**src/rtl/risc_pkg.sv**
```systemverilog
// ----------------------------------------------------------------------------
// risc_pkg
//   Shared definitions for the RISC core memory subsystem.
//   - AW / DW      : program/data memory address and data widths
//   - owner_e      : which requester owns the memory command in flight
//   - rd_pend_t    : owner of a read in its return stage, plus the read flag
//   - cnt_width()  : register width needed to hold 0..max_val (never zero)
// ----------------------------------------------------------------------------
package risc_pkg;

    localparam int unsigned AW = 13;
    localparam int unsigned DW = 8;

    typedef enum logic [1:0] {
        OwnerIdle = 2'd0,
        OwnerCpu  = 2'd1,
        OwnerHost = 2'd2
    } owner_e;

    typedef struct packed {
        owner_e owner;
        logic   rd;
    } rd_pend_t;

    // A limit of 0 still needs a 1-bit register so the compare has an operand.
    function automatic int unsigned cnt_width(input int unsigned max_val);
        return (max_val < 1) ? 1 : $clog2(max_val + 1);
    endfunction

endpackage

```
**src/rtl/sat_counter.sv**
```systemverilog
// ----------------------------------------------------------------------------
// sat_counter
//   Up-counter that saturates at MAX, with a clear that overrides increment.
//   Used by the memory arbiter for both its starvation and burst counters.
//
// Ports
//   i_clk    : clock, rising edge
//   i_rst    : synchronous active-high reset (count -> 0)
//   i_inc    : increment request (ignored once at MAX)
//   i_clr    : clear request (wins over i_inc)
//   o_at_max : count currently equals MAX
// ----------------------------------------------------------------------------
module sat_counter
    import risc_pkg::*;
#(
    parameter int unsigned MAX = 4
) (
    input  logic i_clk,
    input  logic i_rst,
    input  logic i_inc,
    input  logic i_clr,
    output logic o_at_max
);

    localparam int unsigned W = cnt_width(MAX);
    localparam logic [W-1:0] MaxVal = W'(MAX);

    logic [W-1:0] r_cnt;

    always_ff @(posedge i_clk) begin
        if (i_rst || i_clr) begin
            r_cnt <= '0;
        end else if (i_inc && (r_cnt != MaxVal)) begin
            r_cnt <= r_cnt + W'(1);
        end
    end

    assign o_at_max = (r_cnt == MaxVal);

endmodule

```
**src/rtl/mem_arbiter.sv**
```systemverilog
// ----------------------------------------------------------------------------
// mem_arbiter
//   Single-port memory arbiter between the RISC CPU core and the host/debug
//   loader. One access is accepted per cycle, registered as the memory command
//   for a 1-cycle-latency synchronous RAM, and the read data is routed back to
//   whichever side issued the read. A starvation limit protects the host and
//   a burst limit protects the CPU when both keep requesting.
//
// Ports
//   sys_clk, rst                   : clock; synchronous active-high reset
//   cpu_req/wr/addr/wdata          : CPU access request
//   cpu_hold                       : CPU request not accepted this cycle
//   cpu_rdata                      : last CPU read data, held
//   host_lock                      : host owns memory, CPU never accepted
//   host_req/wr/addr/wdata         : host access request
//   host_gnt                       : host request accepted this cycle
//   host_rvalid, host_rdata        : host read return pulse and data
//   mem_en/we/addr/wdata           : registered memory command
//   mem_rdata                      : memory read data, 1 cycle after command
// ----------------------------------------------------------------------------
module mem_arbiter
    import risc_pkg::*;
#(
    parameter int unsigned STARVE_MAX     = 4,
    parameter int unsigned HOST_BURST_MAX = 8
) (
    input  logic          sys_clk,
    input  logic          rst,
    input  logic          cpu_req,
    input  logic          cpu_wr,
    input  logic [AW-1:0] cpu_addr,
    input  logic [DW-1:0] cpu_wdata,
    output logic          cpu_hold,
    output logic [DW-1:0] cpu_rdata,
    input  logic          host_lock,
    input  logic          host_req,
    input  logic          host_wr,
    input  logic [AW-1:0] host_addr,
    input  logic [DW-1:0] host_wdata,
    output logic          host_gnt,
    output logic          host_rvalid,
    output logic [DW-1:0] host_rdata,
    output logic          mem_en,
    output logic          mem_we,
    output logic [AW-1:0] mem_addr,
    output logic [DW-1:0] mem_wdata,
    input  logic [DW-1:0] mem_rdata
);

    // ------------------------------------------------------------------
    // Arbitration
    // ------------------------------------------------------------------
    logic w_contested;
    logic w_cpu_win;
    logic w_host_win;
    logic w_cpu_acc;
    logic w_starve_max;
    logic w_burst_max;

    assign w_contested = cpu_req & host_req;

    always_comb begin
        w_cpu_win  = 1'b0;
        w_host_win = 1'b0;
        if (rst) begin
            // Nothing is accepted while in reset.
            w_cpu_win  = 1'b0;
            w_host_win = 1'b0;
        end else if (host_lock) begin
            w_host_win = 1'b1;
        end else if (w_contested) begin
            // Burst limit beats the starvation limit so neither side can
            // monopolise the memory indefinitely.
            if (w_burst_max) begin
                w_cpu_win = 1'b1;
            end else if (w_starve_max) begin
                w_host_win = 1'b1;
            end else begin
                w_cpu_win = 1'b1;
            end
        end else begin
            w_cpu_win  = cpu_req;
            w_host_win = host_req;
        end
    end

    assign cpu_hold  = cpu_req & ~w_cpu_win;
    assign host_gnt  = host_req & w_host_win;
    assign w_cpu_acc = cpu_req & ~cpu_hold;

    // ------------------------------------------------------------------
    // Fairness counters
    // ------------------------------------------------------------------
    sat_counter #(
        .MAX (STARVE_MAX)
    ) u_starve_cnt (
        .i_clk    (sys_clk),
        .i_rst    (rst),
        .i_inc    (w_contested & ~host_gnt),
        .i_clr    (host_gnt | ~host_req),
        .o_at_max (w_starve_max)
    );

    sat_counter #(
        .MAX (HOST_BURST_MAX)
    ) u_burst_cnt (
        .i_clk    (sys_clk),
        .i_rst    (rst),
        .i_inc    (w_contested & host_gnt),
        .i_clr    (w_cpu_acc | ~cpu_req),
        .o_at_max (w_burst_max)
    );

    // ------------------------------------------------------------------
    // Owner FSM and registered memory command
    // ------------------------------------------------------------------
    owner_e        r_owner;
    logic          r_mem_en;
    logic          r_mem_we;
    logic [AW-1:0] r_mem_addr;
    logic [DW-1:0] r_mem_wdata;

    always_ff @(posedge sys_clk) begin
        if (rst) begin
            r_owner     <= OwnerIdle;
            r_mem_en    <= 1'b0;
            r_mem_we    <= 1'b0;
            r_mem_addr  <= '0;
            r_mem_wdata <= '0;
        end else begin
            unique case (1'b1)
                w_cpu_acc: begin
                    r_owner     <= OwnerCpu;
                    r_mem_en    <= 1'b1;
                    r_mem_we    <= cpu_wr;
                    r_mem_addr  <= cpu_addr;
                    r_mem_wdata <= cpu_wdata;
                end
                host_gnt: begin
                    r_owner     <= OwnerHost;
                    r_mem_en    <= 1'b1;
                    r_mem_we    <= host_wr;
                    r_mem_addr  <= host_addr;
                    r_mem_wdata <= host_wdata;
                end
                default: begin
                    // Address/data are left as they were; only the strobes drop.
                    r_owner  <= OwnerIdle;
                    r_mem_en <= 1'b0;
                    r_mem_we <= 1'b0;
                end
            endcase
        end
    end

    assign mem_en    = r_mem_en;
    assign mem_we    = r_mem_we;
    assign mem_addr  = r_mem_addr;
    assign mem_wdata = r_mem_wdata;

    // ------------------------------------------------------------------
    // Read return pipe: tags the RAM output cycle with the read's owner
    // ------------------------------------------------------------------
    rd_pend_t      r_rd_pend;
    logic [DW-1:0] r_cpu_rdata;

    always_ff @(posedge sys_clk) begin
        if (rst) begin
            r_rd_pend   <= '{owner: OwnerIdle, rd: 1'b0};
            r_cpu_rdata <= '0;
        end else begin
            r_rd_pend <= '{owner: r_owner, rd: r_mem_en & ~r_mem_we};
            if (r_rd_pend.rd && (r_rd_pend.owner == OwnerCpu)) begin
                r_cpu_rdata <= mem_rdata;
            end
        end
    end

    // Gated by rst so a return landing in a reset cycle is dropped.
    assign host_rvalid = r_rd_pend.rd & (r_rd_pend.owner == OwnerHost) & ~rst;
    assign host_rdata  = mem_rdata;
    assign cpu_rdata   = r_cpu_rdata;

endmodule

```
**config.mk**
```make
export PLATFORM = sky130hd
export DESIGN_NAME = mem_arbiter
export DESIGN_NICKNAME = d
export VERILOG_FILES = /design/src/rtl/risc_pkg.sv /design/src/rtl/sat_counter.sv /design/src/rtl/mem_arbiter.sv
export SDC_FILE = /design/constraint.sdc
export NUM_CORES = 1
export LEC_CHECK = 0
export ABC_AREA = 1
export CAP_MARGIN = 10
export CORE_ASPECT_RATIO = 0.75
export CORE_UTILIZATION = 41
export DETAILED_ROUTE_END_ITERATION = 7
export GPL_TIMING_DRIVEN = 0
export PLACE_DENSITY_LB_ADDON = 0.15
export RECOVER_POWER = 50
export SLEW_MARGIN = 15
export SYNTH_ARGS = -nofsm -noshare
export SYNTH_HDL_FRONTEND = slang
export SYNTH_SLANG_ARGS = --single-unit
```
**constraint.sdc**
```tcl
create_clock -name sys_clk -period 2.1 [get_ports sys_clk]
set_input_delay 0.63 -clock sys_clk [delete_from_list [all_inputs] [get_ports sys_clk]]
set_output_delay 0.63 -clock sys_clk [all_outputs]
set_load 0.01 [all_outputs]
```
### Word level (Yosys, flattened, before mapping)

Cells that the tools add are included.

* register bits: 43
* latch bits: 0
* RAM bits: 0
* bits in read-only memories: 0
* bits of input ports: 57
* output and inout bits: 42
* logic and storage cells: 58
* memories: 0

* add/subtract/negate cells: 2
* $mul: 0
* div/mod/pow operators: 0
* magnitude comparators: 0
* eq/ne operators: 6
* shift-type cells: 0
* mux-type cells: 15
* bitwise gates (word level): 18
* reduce and logical (&&, ||, !) cells: 7

Operator list (number)
* 13-bit case mux with 2 select lines: 1
* 8-bit case mux with 2 select lines: 1
* 1-bit 2-to-1 mux: 11
* 1-bit AND: 9
* 1-bit NOT: 7
* 4-bit by 1-bit adder with 4-bit output, second input constant: 1
* 4-bit == test, second input constant: 1
* 4-bit != test, second input constant: 1
* 2-bit case mux with 2 select lines: 1
* 3-bit by 1-bit adder with 3-bit output, second input constant: 1
* 3-bit == test, second input constant: 1
* 1-bit logical AND: 3
* 3-bit != test, second input constant: 1
* 2-bit by 1-bit == test with 1-bit output, second input constant: 1
* 2-bit == test, second input constant: 1
* 1-bit logical OR: 2
* 1-bit bitwise OR: 2
* 1-bit case mux with 2 select lines: 1
* 2-bit nonzero test: 1
* 2-bit OR reduction: 1

### Logic depth before layout (Yosys ltp)

* depth after elaboration: 12
* gate-level depth with buffers: 12
* gate-level depth less buffers: 11

### Hierarchy

From an unflattened synthesis, not the netlist that was laid out.

* cell total of the unflattened synthesis: 332
* area, all modules: 2259.7 um^2

Modules (own cells, without submodules)
* mem_arbiter: instances 1, cells each 272, area an instance 1860.5 um^2, seq. area each 720.7 um^2
* sat_counter at u_burst_cnt: instances 1, cells each 33, area an instance 224.0 um^2, seq. area each 80.1 um^2
* sat_counter at u_starve_cnt: instances 1, cells each 27, area an instance 175.2 um^2, seq. area each 60.1 um^2

### Worst setup path after synthesis

No wires, ideal clock.

* path kind: input-to-output
* start point: input cpu_req
* end point: output cpu_hold
* arrival time: 1.252 ns
* data required time: 1.470 ns
* slack: 0.218 ns
* stages: 7
* buffers on the path: 1
* cells stage by stage: buf_6 nand2_4 nor2_4 nand2_4 nand4_4 nand2_1 inv_1

* longest elaborated chain between the ends: 6

Ends and longest elaborated chain
* start: declaration: line mem_arbiter.sv:29 `input logic cpu_req,`
* 1-bit AND: line mem_arbiter.sv:60 `assign w_contested = cpu_req & host_req;`
* 1-bit 2-to-1 mux: line mem_arbiter.sv:71 `end else if (w_contested) begin`
* 1-bit 2-to-1 mux: line mem_arbiter.sv:69 `end else if (host_lock) begin`
* 1-bit 2-to-1 mux: line mem_arbiter.sv:65 `if (rst) begin`
* 1-bit NOT: line mem_arbiter.sv:87 `assign cpu_hold = cpu_req & ~w_cpu_win;`
* 1-bit AND *: line mem_arbiter.sv:87
* end: declaration: line mem_arbiter.sv:33 `output logic cpu_hold,`

Every way passes the cells marked *; elsewhere a longest branch is shown, timed or not.

### Worst setup path after layout

* start point: input mem_rdata[0]
* end point: output host_rdata[0]

RTL lines
* start: declaration: line mem_arbiter.sv:47 `input logic [DW-1:0] mem_rdata`
* end: declaration: line mem_arbiter.sv:42 `output logic [DW-1:0] host_rdata,`

No word-level cell between the ends.

==> results.cfg <==
[final_layout]
syn_to_final_growth_pct = 59.8
drive_above_1_share = 0.170
n_antenna_cell = 0
multi_input_area_sq_um = 1040
layout.nets = 490
regArea_sq_um = 866
num-fill-cells = 450
postLayoutCoreUtil = 0.695
design_area_sq_um = 3460

[cts]
insertion_delay_ns = 0.29
hold_buffers = 0
cts_made_buffers = 5
cts_tree = built
ctsRootBufferMaster = clkbuf_8
htree_levels = 2
clk_pin_slew_worst_paths_ns = 0.08
clk_path_buf_depth = 2
cts_sinks = 43

[synth]
ys_ff_latch = 43
synth.top_cell.area_share = 0.397
synthArstFlopShare = 0
syn-cell-area_sq_um = 2170
synth_area_per_cell_sq_um = 6.96
synth.distinct_cells = 28
yosys.area.top_type = dfxtp_1
yosys_warnings = 0
synth.most_common_cell = nor2_1
synth_edf_count = 0
syn_nets = 372
synth_cells = 311
synthTopCellsByArea = dfxtp_1 (40%), nor2_1 (14%), nand2_1 (9.7%), inv_1 (6.6%), o21ai_0 (4.2%)
synth_common_cells = nor2_1 (83), nand2_1 (56), dfxtp_1 (43), inv_1 (38), o21ai_0 (18)
ys_seq_area_frac = 0.397
synthFlopType = dfxtp_1

[place]
place.gp.congestion = 0.761
dp_hpwl_microns = 4040
numPortBuffers = 97
placed_area_sq_um = 3230

[detailed_routing]
drt_first_pass_iters = 4
antenna_left = 0
drc = 0
post_drt_wl_per_cell_microns = 11.6
drt_wl_total_microns = 5790
post_drt_via_cell_ratio = 4.47
dr_total_vias = 2241
drt_iter0_markers = 66

[critical_path]
cp_max_fo = 2
critPathCaptureType = output port
reg2reg_to = u_burst_cnt.r_cnt[2]$_SDFFE_PP0P_
regToRegStartpoint = u_burst_cnt.r_cnt[1]$_SDFFE_PP0P_
arrival_ns = 1.45
worst_ep_required_time_ns = 1.47
ff2ff_setup_slack_ns = 0.07
ff2ff_path_depth = 15
path_class = in2out
startpoint_type = input port

[min_path]
holdCritPathClass = reg2reg
min_to = r_rd_pend[1]$_SDFF_PP0_
min_path_cells = 2
min-delay-start = r_owner[0]$_SDFF_PP0_

[timing]
min_period_over_period = 0.991
slew_viol_final = 0
period_needed_ns = 2.08
slew_headroom = 0.723
finClkSkew_ns = 0.00204
worst_pin_slew_ns = 0.416
fmax_mhz = 481
setup_viol = 0
hold_violations = 0
rsz0062_at_grt = yes

[floorplan]
io_pins = 99
std_cell_rows = 22
core_area_sq_um = 4980
start_util = 0.435
die_x_microns = 85.9
die_y_microns = 64.9
dieArea_sq_um = 5580

[global_route]
met2_usage = 0.369
grt-busiest-layer = met2
grt.overflow.total = 0
grt_max_degree = 13
grt_use_met3 = 0.0471
grt_use_total = 0.214
grt_pass1_wl_microns = 9340
grt_pass1_vias = 2041
antenna_found_initial = 0
met1_usage = 0.274

[pwr]
power_density_nw_per_um2 = 552
p_leak_nw = 1.57
ir_drop_v = 0.000385

[status]
status = complete, no violations

[run]
maxCapViolCount = 0
==> layout by cell type, fill, tap and decap left out, drive strengths merged <==
cell | Yosys | final
ha | 4 | 4
dlygate4sd2 | 0 | 3
xor2 | 1 | 1
xnor2 | 2 | 2
buf | 17 | 33
a22o | 1 | 1
bufinv | 0 | 1
clkdlybuf4s50 | 0 | 83
a21oi | 9 | 9
nand2 | 60 | 60
clkbuf | 4 | 14
o21ai | 29 | 29
nand4 | 5 | 5
clkdlybuf4s15 | 0 | 5
dfxtp | 43 | 43
inv | 38 | 38
nor2 | 90 | 90
nor3 | 1 | 1
nand3 | 7 | 7
==> sequential cells by signal, indices dropped and copies added (netlist names) <==
register            count
cpu_rdata               8
mem_addr               13
mem_en                  1
mem_wdata               8
mem_we                  1
r_owner                 2
r_rd_pend               3
u_burst_cnt.r_cnt       4
u_starve_cnt.r_cnt      3
==> cell families (layout without fill, tap and decap cells) <==
logic type | count (synthesis) | count (layout) | share of synthesized area
simple gates | 163 | 163 | 0.326
compound gates | 39 | 39 | 0.0936
xor+xnor | 3 | 3 | 0.0121
flops | 43 | 43 | 0.397
buf+inv | 59 | 177 | 0.147
fa+ha+maj | 4 | 4 | 0.0231
==> timing repair <==
item,4_1_cts,5_1_grt
setup buffers,11,3
hold endpoints to repair,0,0
gates resized for setup,44,13
pin swaps,4,4
endpoints found under the setup margin,11,11
==> layer usage <==
layer | vias to the layer above | wire [microns]
li1 | 1174 | -
met1 | 1007 | 2710
met2 | 56 | 2730
met3 | 4 | 313
met4 | 0 | 36
met5 | - | 0
==> power by group <==
part           leakage, nW  internal (mW)  switching, mW
Sequential           0.353          0.853         0.0179
Combinational         1.16          0.243          0.179
Clock               0.0513          0.349          0.269
==> worst max-delay path by stage <==
stage                                 startpoint            end  depth (start not counted)
6_report                            mem_rdata[0]  host_rdata[0]                          3
5_1_grt        u_burst_cnt.r_cnt[1]$_SDFFE_PP0P_       cpu_hold                          8
4_1_cts                                      rst       host_gnt                          5
3_5_place_dp                            host_req       host_gnt                          6
3_3_place_gp                            host_req       host_gnt                          6
2_1_floorplan                            cpu_req       cpu_hold                          7
==> stage by stage <==
| step | instances | worst slack (ns) | TNS, ns | total power [mW] | hold WS, ns |
|---|---|---|---|---|---|
| 2_1_floorplan | 311 | 0.218 | 0 | 1.07 | 0.388 |
| 3_3_place_gp | 480 | -0.866 | -7.33 | 1.29 | 0.390 |
| 3_5_place_dp | 480 | -0.861 | -7.83 | 1.30 | 0.396 |
| 4_1_cts | 498 | -0.0190 | -0.0190 | 1.92 | 0.402 |
| 5_1_grt | 501 | -0.0211 | -0.0284 | 2.00 | 0.421 |
| 6_report | 501 | 0.0192 | 0 | 1.91 | 0.405 |
==> worst max-delay path: stages <==
cell and delay, ns:
clkdlybuf4s50_1 0.49, buf_4 0.11, clkdlybuf4s15_1 0.22
==> cell type report <==
cell class | count | area share
repair buffers | 111 | 0.301
plain buffers | 21 | 0.0510
well taps | 72 | 0.0260
inverters | 38 | 0.0412
clock buffers | 6 | 0.0210
flip-flops and latches | 43 | 0.250
clock inverters | 1 | 0.00867
multi-input cells | 209 | 0.301
(Power assumes the default switching activity.)
==> variant 1, RTL diff (same flow settings) <==
Reset style: asynchronous (`rst`), changed in 2 clocked blocks. Comments in the files are not updated.
--- a/src/rtl/mem_arbiter.sv
+++ b/src/rtl/mem_arbiter.sv
@@ -120,7 +120,7 @@
     logic [AW-1:0] r_mem_addr;
     logic [DW-1:0] r_mem_wdata;
 
-    always_ff @(posedge sys_clk) begin
+    always_ff @(posedge sys_clk or posedge rst) begin
         if (rst) begin
             r_owner     <= OwnerIdle;
             r_mem_en    <= 1'b0;
@@ -164,7 +164,7 @@
     rd_pend_t      r_rd_pend;
     logic [DW-1:0] r_cpu_rdata;
 
-    always_ff @(posedge sys_clk) begin
+    always_ff @(posedge sys_clk or posedge rst) begin
         if (rst) begin
             r_rd_pend   <= '{owner: OwnerIdle, rd: 1'b0};
             r_cpu_rdata <= '0;
Function: differs if rst is asserted again (counterexample within 4 cycles, from zero or initial values and one cycle with rst high); with rst held inactive, the same outputs for 10 cycles.
==> variant 1 against the unedited design <==
  * The flow now finishes with violations (setup timing)
  * Count of clock-buffer cells in the layout decreased by 1
  * Design area is 2.2% lower
  * Total power increased by 15%
  * Wire length shrank 2.6%
  * Highest routed layer unchanged
  * Setup slack worse by 0.092 ns
  * Non-clock buffer count grew 6
  * Core utilization rose by 4.6 points
  * Sequential cell count stayed put
  * Die area decreased by 7.5%
  * Synthesized area fell by 7.7%
==> variant 1: results (changes against the unedited design) <==
slew of the pin with the lowest slew margin=1.055 ns (+0.6393 ns); Critical Path Source=u_starve_cnt.r_cnt[0]; cts bufs inserted=5 (unchanged); placed cell area=3060 sq um (-5.2%); commonest cells in the synthesized netlist=nand2_1, nand3_1, dfrtp_1; dpl ws=-1.612 ns (-0.7507 ns); global-route total usage across every layer=22.89% (+1.5 points); most common flop cell mapped by yosys=dfrtp_1; max reg flops=13 (unchanged); sequential element share of the synthesized area=52.10% (+12 points); dpl hpwl=3587 microns (-11%); Syn-to-layout area delta=69.51%; syn nets=280 (-25%); Final Hold Fails=0 (unchanged); Leakage=1.498 nW (-4.3%); NumNets Final=410 (-16%); DRT Wirelength=5639 microns (-2.6%); Final GP Congestion=0.8201 (+7.7%); Clock Latency Late Sink=0.30 ns; Reg2Reg Setup Slack=0.03 ns (-0.04 ns); Peak VDD IR=388.6 uV (+0.98%); routed vias=2013 (-10%); largest net degree at the start of global routing=20 (+7); most common cell in the netlist=nand2_1; crit path to=cpu_hold; arrival time worst endpoint=1.54 ns (+0.09 ns); iteration-0 DRC count of the detailed router=42 (-36%); first drt pass iteration count=4 (unchanged); global-route wire length before repair=8914 microns (-4.5%); Fill cells=351 (-22%); Setup violations, final=2 (+2); CTS Buffer Depth=2 (unchanged); final setup margin=-0.07315 ns (-0.09232 ns); vias in the first global route=1942 (-4.9%); hold crit path type=flip-flop to flip-flop; Yosys cell types=20 (-29%); async set-reset flop share out of synthesis=83.72% (+84 points); R2R Path End=u_starve_cnt.r_cnt[0]; Post-Route Skew=0.007682 ns (+0.005646 ns); Synth area leaders=dfrtp_1, nand3_1, nand2_1; failing checks=setup timing; status=complete, but fails checks; ratio of cells with drive above 1 in the final layout=25.43% (+8.4 points); PortBufs=98 (+1.0%); Worst-path clk slew=0.09 ns; critical path fanouts, max=4 (+2)
[variant 1: cell count changes in the layout (fill, tap and decap cells not counted), moves of 5 or more]
cell / change
nand3_1: +38
a21oi_1: -6
mux2_2: +8
dfxtp_1: -36
inv_2: -5
buf_4: +9
dfrtp_1: +36
inv_1: -21
nor2_1: -78
o21ai_1: -11
o21ai_0: -18
[variant 1: worst min-delay path by stage]
stage,depth (start not counted),startpoint,endpoint
3_3_place_gp,0,r_owner[1],r_rd_pend[2]
2_1_floorplan,0,r_owner[0],r_rd_pend[1]
4_1_cts,0,r_owner[0],r_rd_pend[1]
6_report,0,r_owner[0],r_rd_pend[1]
5_1_grt,0,r_owner[0],r_rd_pend[1]
3_5_place_dp,0,r_owner[1],r_rd_pend[2]
[variant 1: logic make-up after synthesis]
family | synth area share, %
xor+xnor | 0.8768
fa+ha+maj | 2.505
buf+inv | 8.391
compound gates | 3.319
mux | 4.509
flops | 52.10
simple gates | 28.30
[variant 1: routing by layer]
metal | GRT usage, % | vias up | wire length [microns]
li1 | - | 980 | -
met1 | 28.86 | 942 | 2449
met2 | 37.81 | 80 | 2569
met3 | 5.693 | 11 | 497
met4 | 7.974 | 0 | 121
met5 | 0 | - | 0
[variant 1: final cells by class]
type,count,area share [%]
multi-input combinational,146,25.71
inverter,14,1.810
timing repair inverter,1,0.1478
tap,57,2.106
sequential,43,30.88
clock buffer,5,2.032
timing repair buffer,123,33.54
buffer,15,3.066
clock inverter,3,0.7019
[variant 1: power by group]
| part | switching, mW | internal [mW] |
|---|---|---|
| Clock | 0.312 | 0.238 |
| Sequential | 0.0581 | 0.945 |
| Combinational | 0.256 | 0.397 |
[variant 1: critical path: stages, from the launching register on]
cell and delay [ns]:
dfxtp_2 0.34, inv_2 0.08, ha_4 0.14, nand2_4 0.05, nor2_4 0.11, nand2_4 0.08
buf_6 0.12, nand2_4 0.08, inv_6 0.04, nor2_4 0.10, buf_6 0.11
[variant 1: stage by stage]
step / cells / setup TNS (ns) / hold slack [ns] / power, mW
4_1_cts: 405 / -0.09328 / 0.3535 / 2.215
6_report: 407 / -0.08151 / 0.3590 / 2.206
2_1_floorplan: 219 / -0.1833 / 0.3312 / 1.260
3_5_place_dp: 374 / -32.61 / 0.3393 / 1.667
3_3_place_gp: 374 / -32.71 / 0.3354 / 1.653
5_1_grt: 407 / -0.3310 / 0.3631 / 2.315
[variant 1: what timing repair did]
action / in CTS / in global routing
buffers inserted: 22 / 5
resized for setup: 52 / 16
endpoints found under the setup margin: 42 / 12
cloned: 1 / 0
pin swaps: 8 / 7
==> variant 2, RTL diff (config.mk and constraints unchanged) <==
Without the edit above. The parameter `HOST_BURST_MAX` goes from 8 to 7.
--- a/src/rtl/mem_arbiter.sv
+++ b/src/rtl/mem_arbiter.sv
@@ -22,7 +22,7 @@
     import risc_pkg::*;
 #(
     parameter int unsigned STARVE_MAX     = 4,
-    parameter int unsigned HOST_BURST_MAX = 8
+    parameter int unsigned HOST_BURST_MAX = 7
 ) (
     input  logic          sys_clk,
     input  logic          rst,
Behaviour: no difference found for any inputs over 10 cycles, from zero or initial values and one cycle with rst high; that may be too few to reach the edited logic, so the function may still have changed.
==> variant 2 against the unedited design <==
  * The run now ends with setup timing left
  * Register-to-register slack better by 0.06 ns
  * Total power up 7.0%
  * Design area down 4.4%
  * Setup slack worse by 0.079 ns
  * Clock skew up 0.0055 ns
  * Wire length down 1.6%
  * Synthesized area down 8.0%
  * Count of clock-buffer cells in the layout unchanged
  * Non-clock buffer count down 5
  * Die area down 7.8%
  * Core utilization up 2.9 points
  * Sequential cell count down 1
  * Critical path depth up 6
  * Critical endpoint is now cpu_hold
  * Largest cell class unchanged
==> variant 2: results (changes against the unedited design) <==
status=complete, but fails checks; failing checks=setup timing; largest net degree at the start of global routing=19 (+6); async set-reset flop share out of synthesis=0% (unchanged); iteration-0 DRC count of the detailed router=97 (+47%); hold wc startpoint=mem_we; Synth area leaders=dfxtp_1, nor2_1, nand2_1; drt via density=4.539 (+1.5%); final setup margin=-0.05970 ns (-0.07888 ns); crit path to=cpu_hold; first drt pass iteration count=7 (+3); placed cell count=458 (-4.6%); r2r worst-path depth=13 (-2); critical path fanouts, max=2 (unchanged); commonest cells in the synthesized netlist=nor2_1, nand2_1, dfxtp_1; routed length per instance=12.00 microns (+3.8%); syn nets=364 (-2.2%); Peak VDD IR=401.5 uV (+4.3%); DRT Wirelength=5698 microns (-1.6%); Reg2Reg Setup Slack=0.13 ns (+0.06 ns); WHS Endpoint=r_rd_pend[0]; global-route total usage across every layer=22.48% (+1.1 points); Crit path max-delay family=flip-flops; Post-Syn Instances=303 (-2.6%); slew of the pin with the lowest slew margin=0.4611 ns (+0.04504 ns); PortBufs=98 (+1.0%); dpl ws=-1.007 ns (-0.1464 ns); Pint=1.572 mW (+8.8%); cts bufs inserted=5 (unchanged); Leakage=1.572 nW (+0.42%); Total Neg Setup Slack=-0.07271 ns (-0.07271 ns); Slowest-stage cell, CP=dfxtp_2; htree depth=2 (unchanged); Hold WS=0.4180 ns (+0.01337 ns); ratio of cells with drive above 1 in the final layout=13.40% (-3.6 points); vias in the first global route=1895 (-7.2%); Final GP Congestion=0.7569 (-0.59%); antenna cell count=0 (unchanged); NumNets Final=478 (-2.4%); placed cell area=3045 sq um (-5.6%); Post-Route Skew=0.007523 ns (+0.005487 ns); global-route wire length before repair=8797 microns (-5.8%); dpl hpwl=3948 microns (-2.3%); Yosys cell types=20 (-29%); sequential element share of the synthesized area=42.18% (+2.4 points); arrival time worst endpoint=1.53 ns (+0.08 ns); worst r2r src=u_burst_cnt.r_cnt[1]; Setup violations, final=2 (+2); R2R Path End=mem_wdata[4]; Fill cells=397 (-12%); hold depth=1 (-1); Worst path max stage delay=0.34 ns (-0.15 ns); Critical Path Source=u_burst_cnt.r_cnt[1]
==> variant 2: cell count changes in the layout (fill, tap and decap cells not counted), sizes merged, moves of 2 or more <==
cell,unedited run,this run
clkdlybuf4s15,5,8
a21oi,9,4
buf,33,26
xnor2,2,0
nand2,60,64
nand4,5,0
==> variant 2: cells by family (layout without fill, tap and decap cells) <==
logic type	Yosys count	count (layout)	synth area share (%)
AND/OR/NAND/NOR	163	163	32.20
XOR/XNOR	1	1	0.4395
flip-flops	42	42	42.18
buffers and inverters	59	174	13.94
AO/OA/AOI/OAI	34	34	8.725
adder cells (fa/ha/maj)	4	4	2.511
==> variant 2: timing repair <==
item,in CTS,in global routing
cloned,0,0
buffers inserted,9,3
resized for setup,45,15
setup endpoints to repair,11,31
hold buffers,0,0
pin swaps,5,4
==> variant 2: layout make-up <==
class                   count  area (sq um)  area share, %
well taps                  57         71.32          2.155
repair buffers            109          1054          31.83
multi-input cells         202         927.1          28.02
clock inverters             2         60.06          1.815
inverters                  39         148.9          4.499
clock buffers               6         82.58          2.495
plain buffers              18         120.1          3.629
flip-flops and latches     42         845.8          25.56
==> variant 2: per-layer routing <==
metal | share of wire, % | up-vias | GRT usage, %
met5 | 0 | - | 0
met4 | 0.90 | 0 | 6.466
met3 | 7.1 | 5 | 4.818
met2 | 47 | 64 | 37.40
met1 | 45 | 954 | 28.92
li1 | - | 1133 | -
==> variant 2: power by group through the flow <==
stage               clock (mW)  combinational (mW)  sequential [mW]
global route             0.843               0.439            0.858
global placement             0               0.383            0.869
finish                   0.792               0.400            0.853
floorplan                    0               0.148            0.886
CTS                      0.804               0.395            0.853
detailed placement           0               0.387            0.871
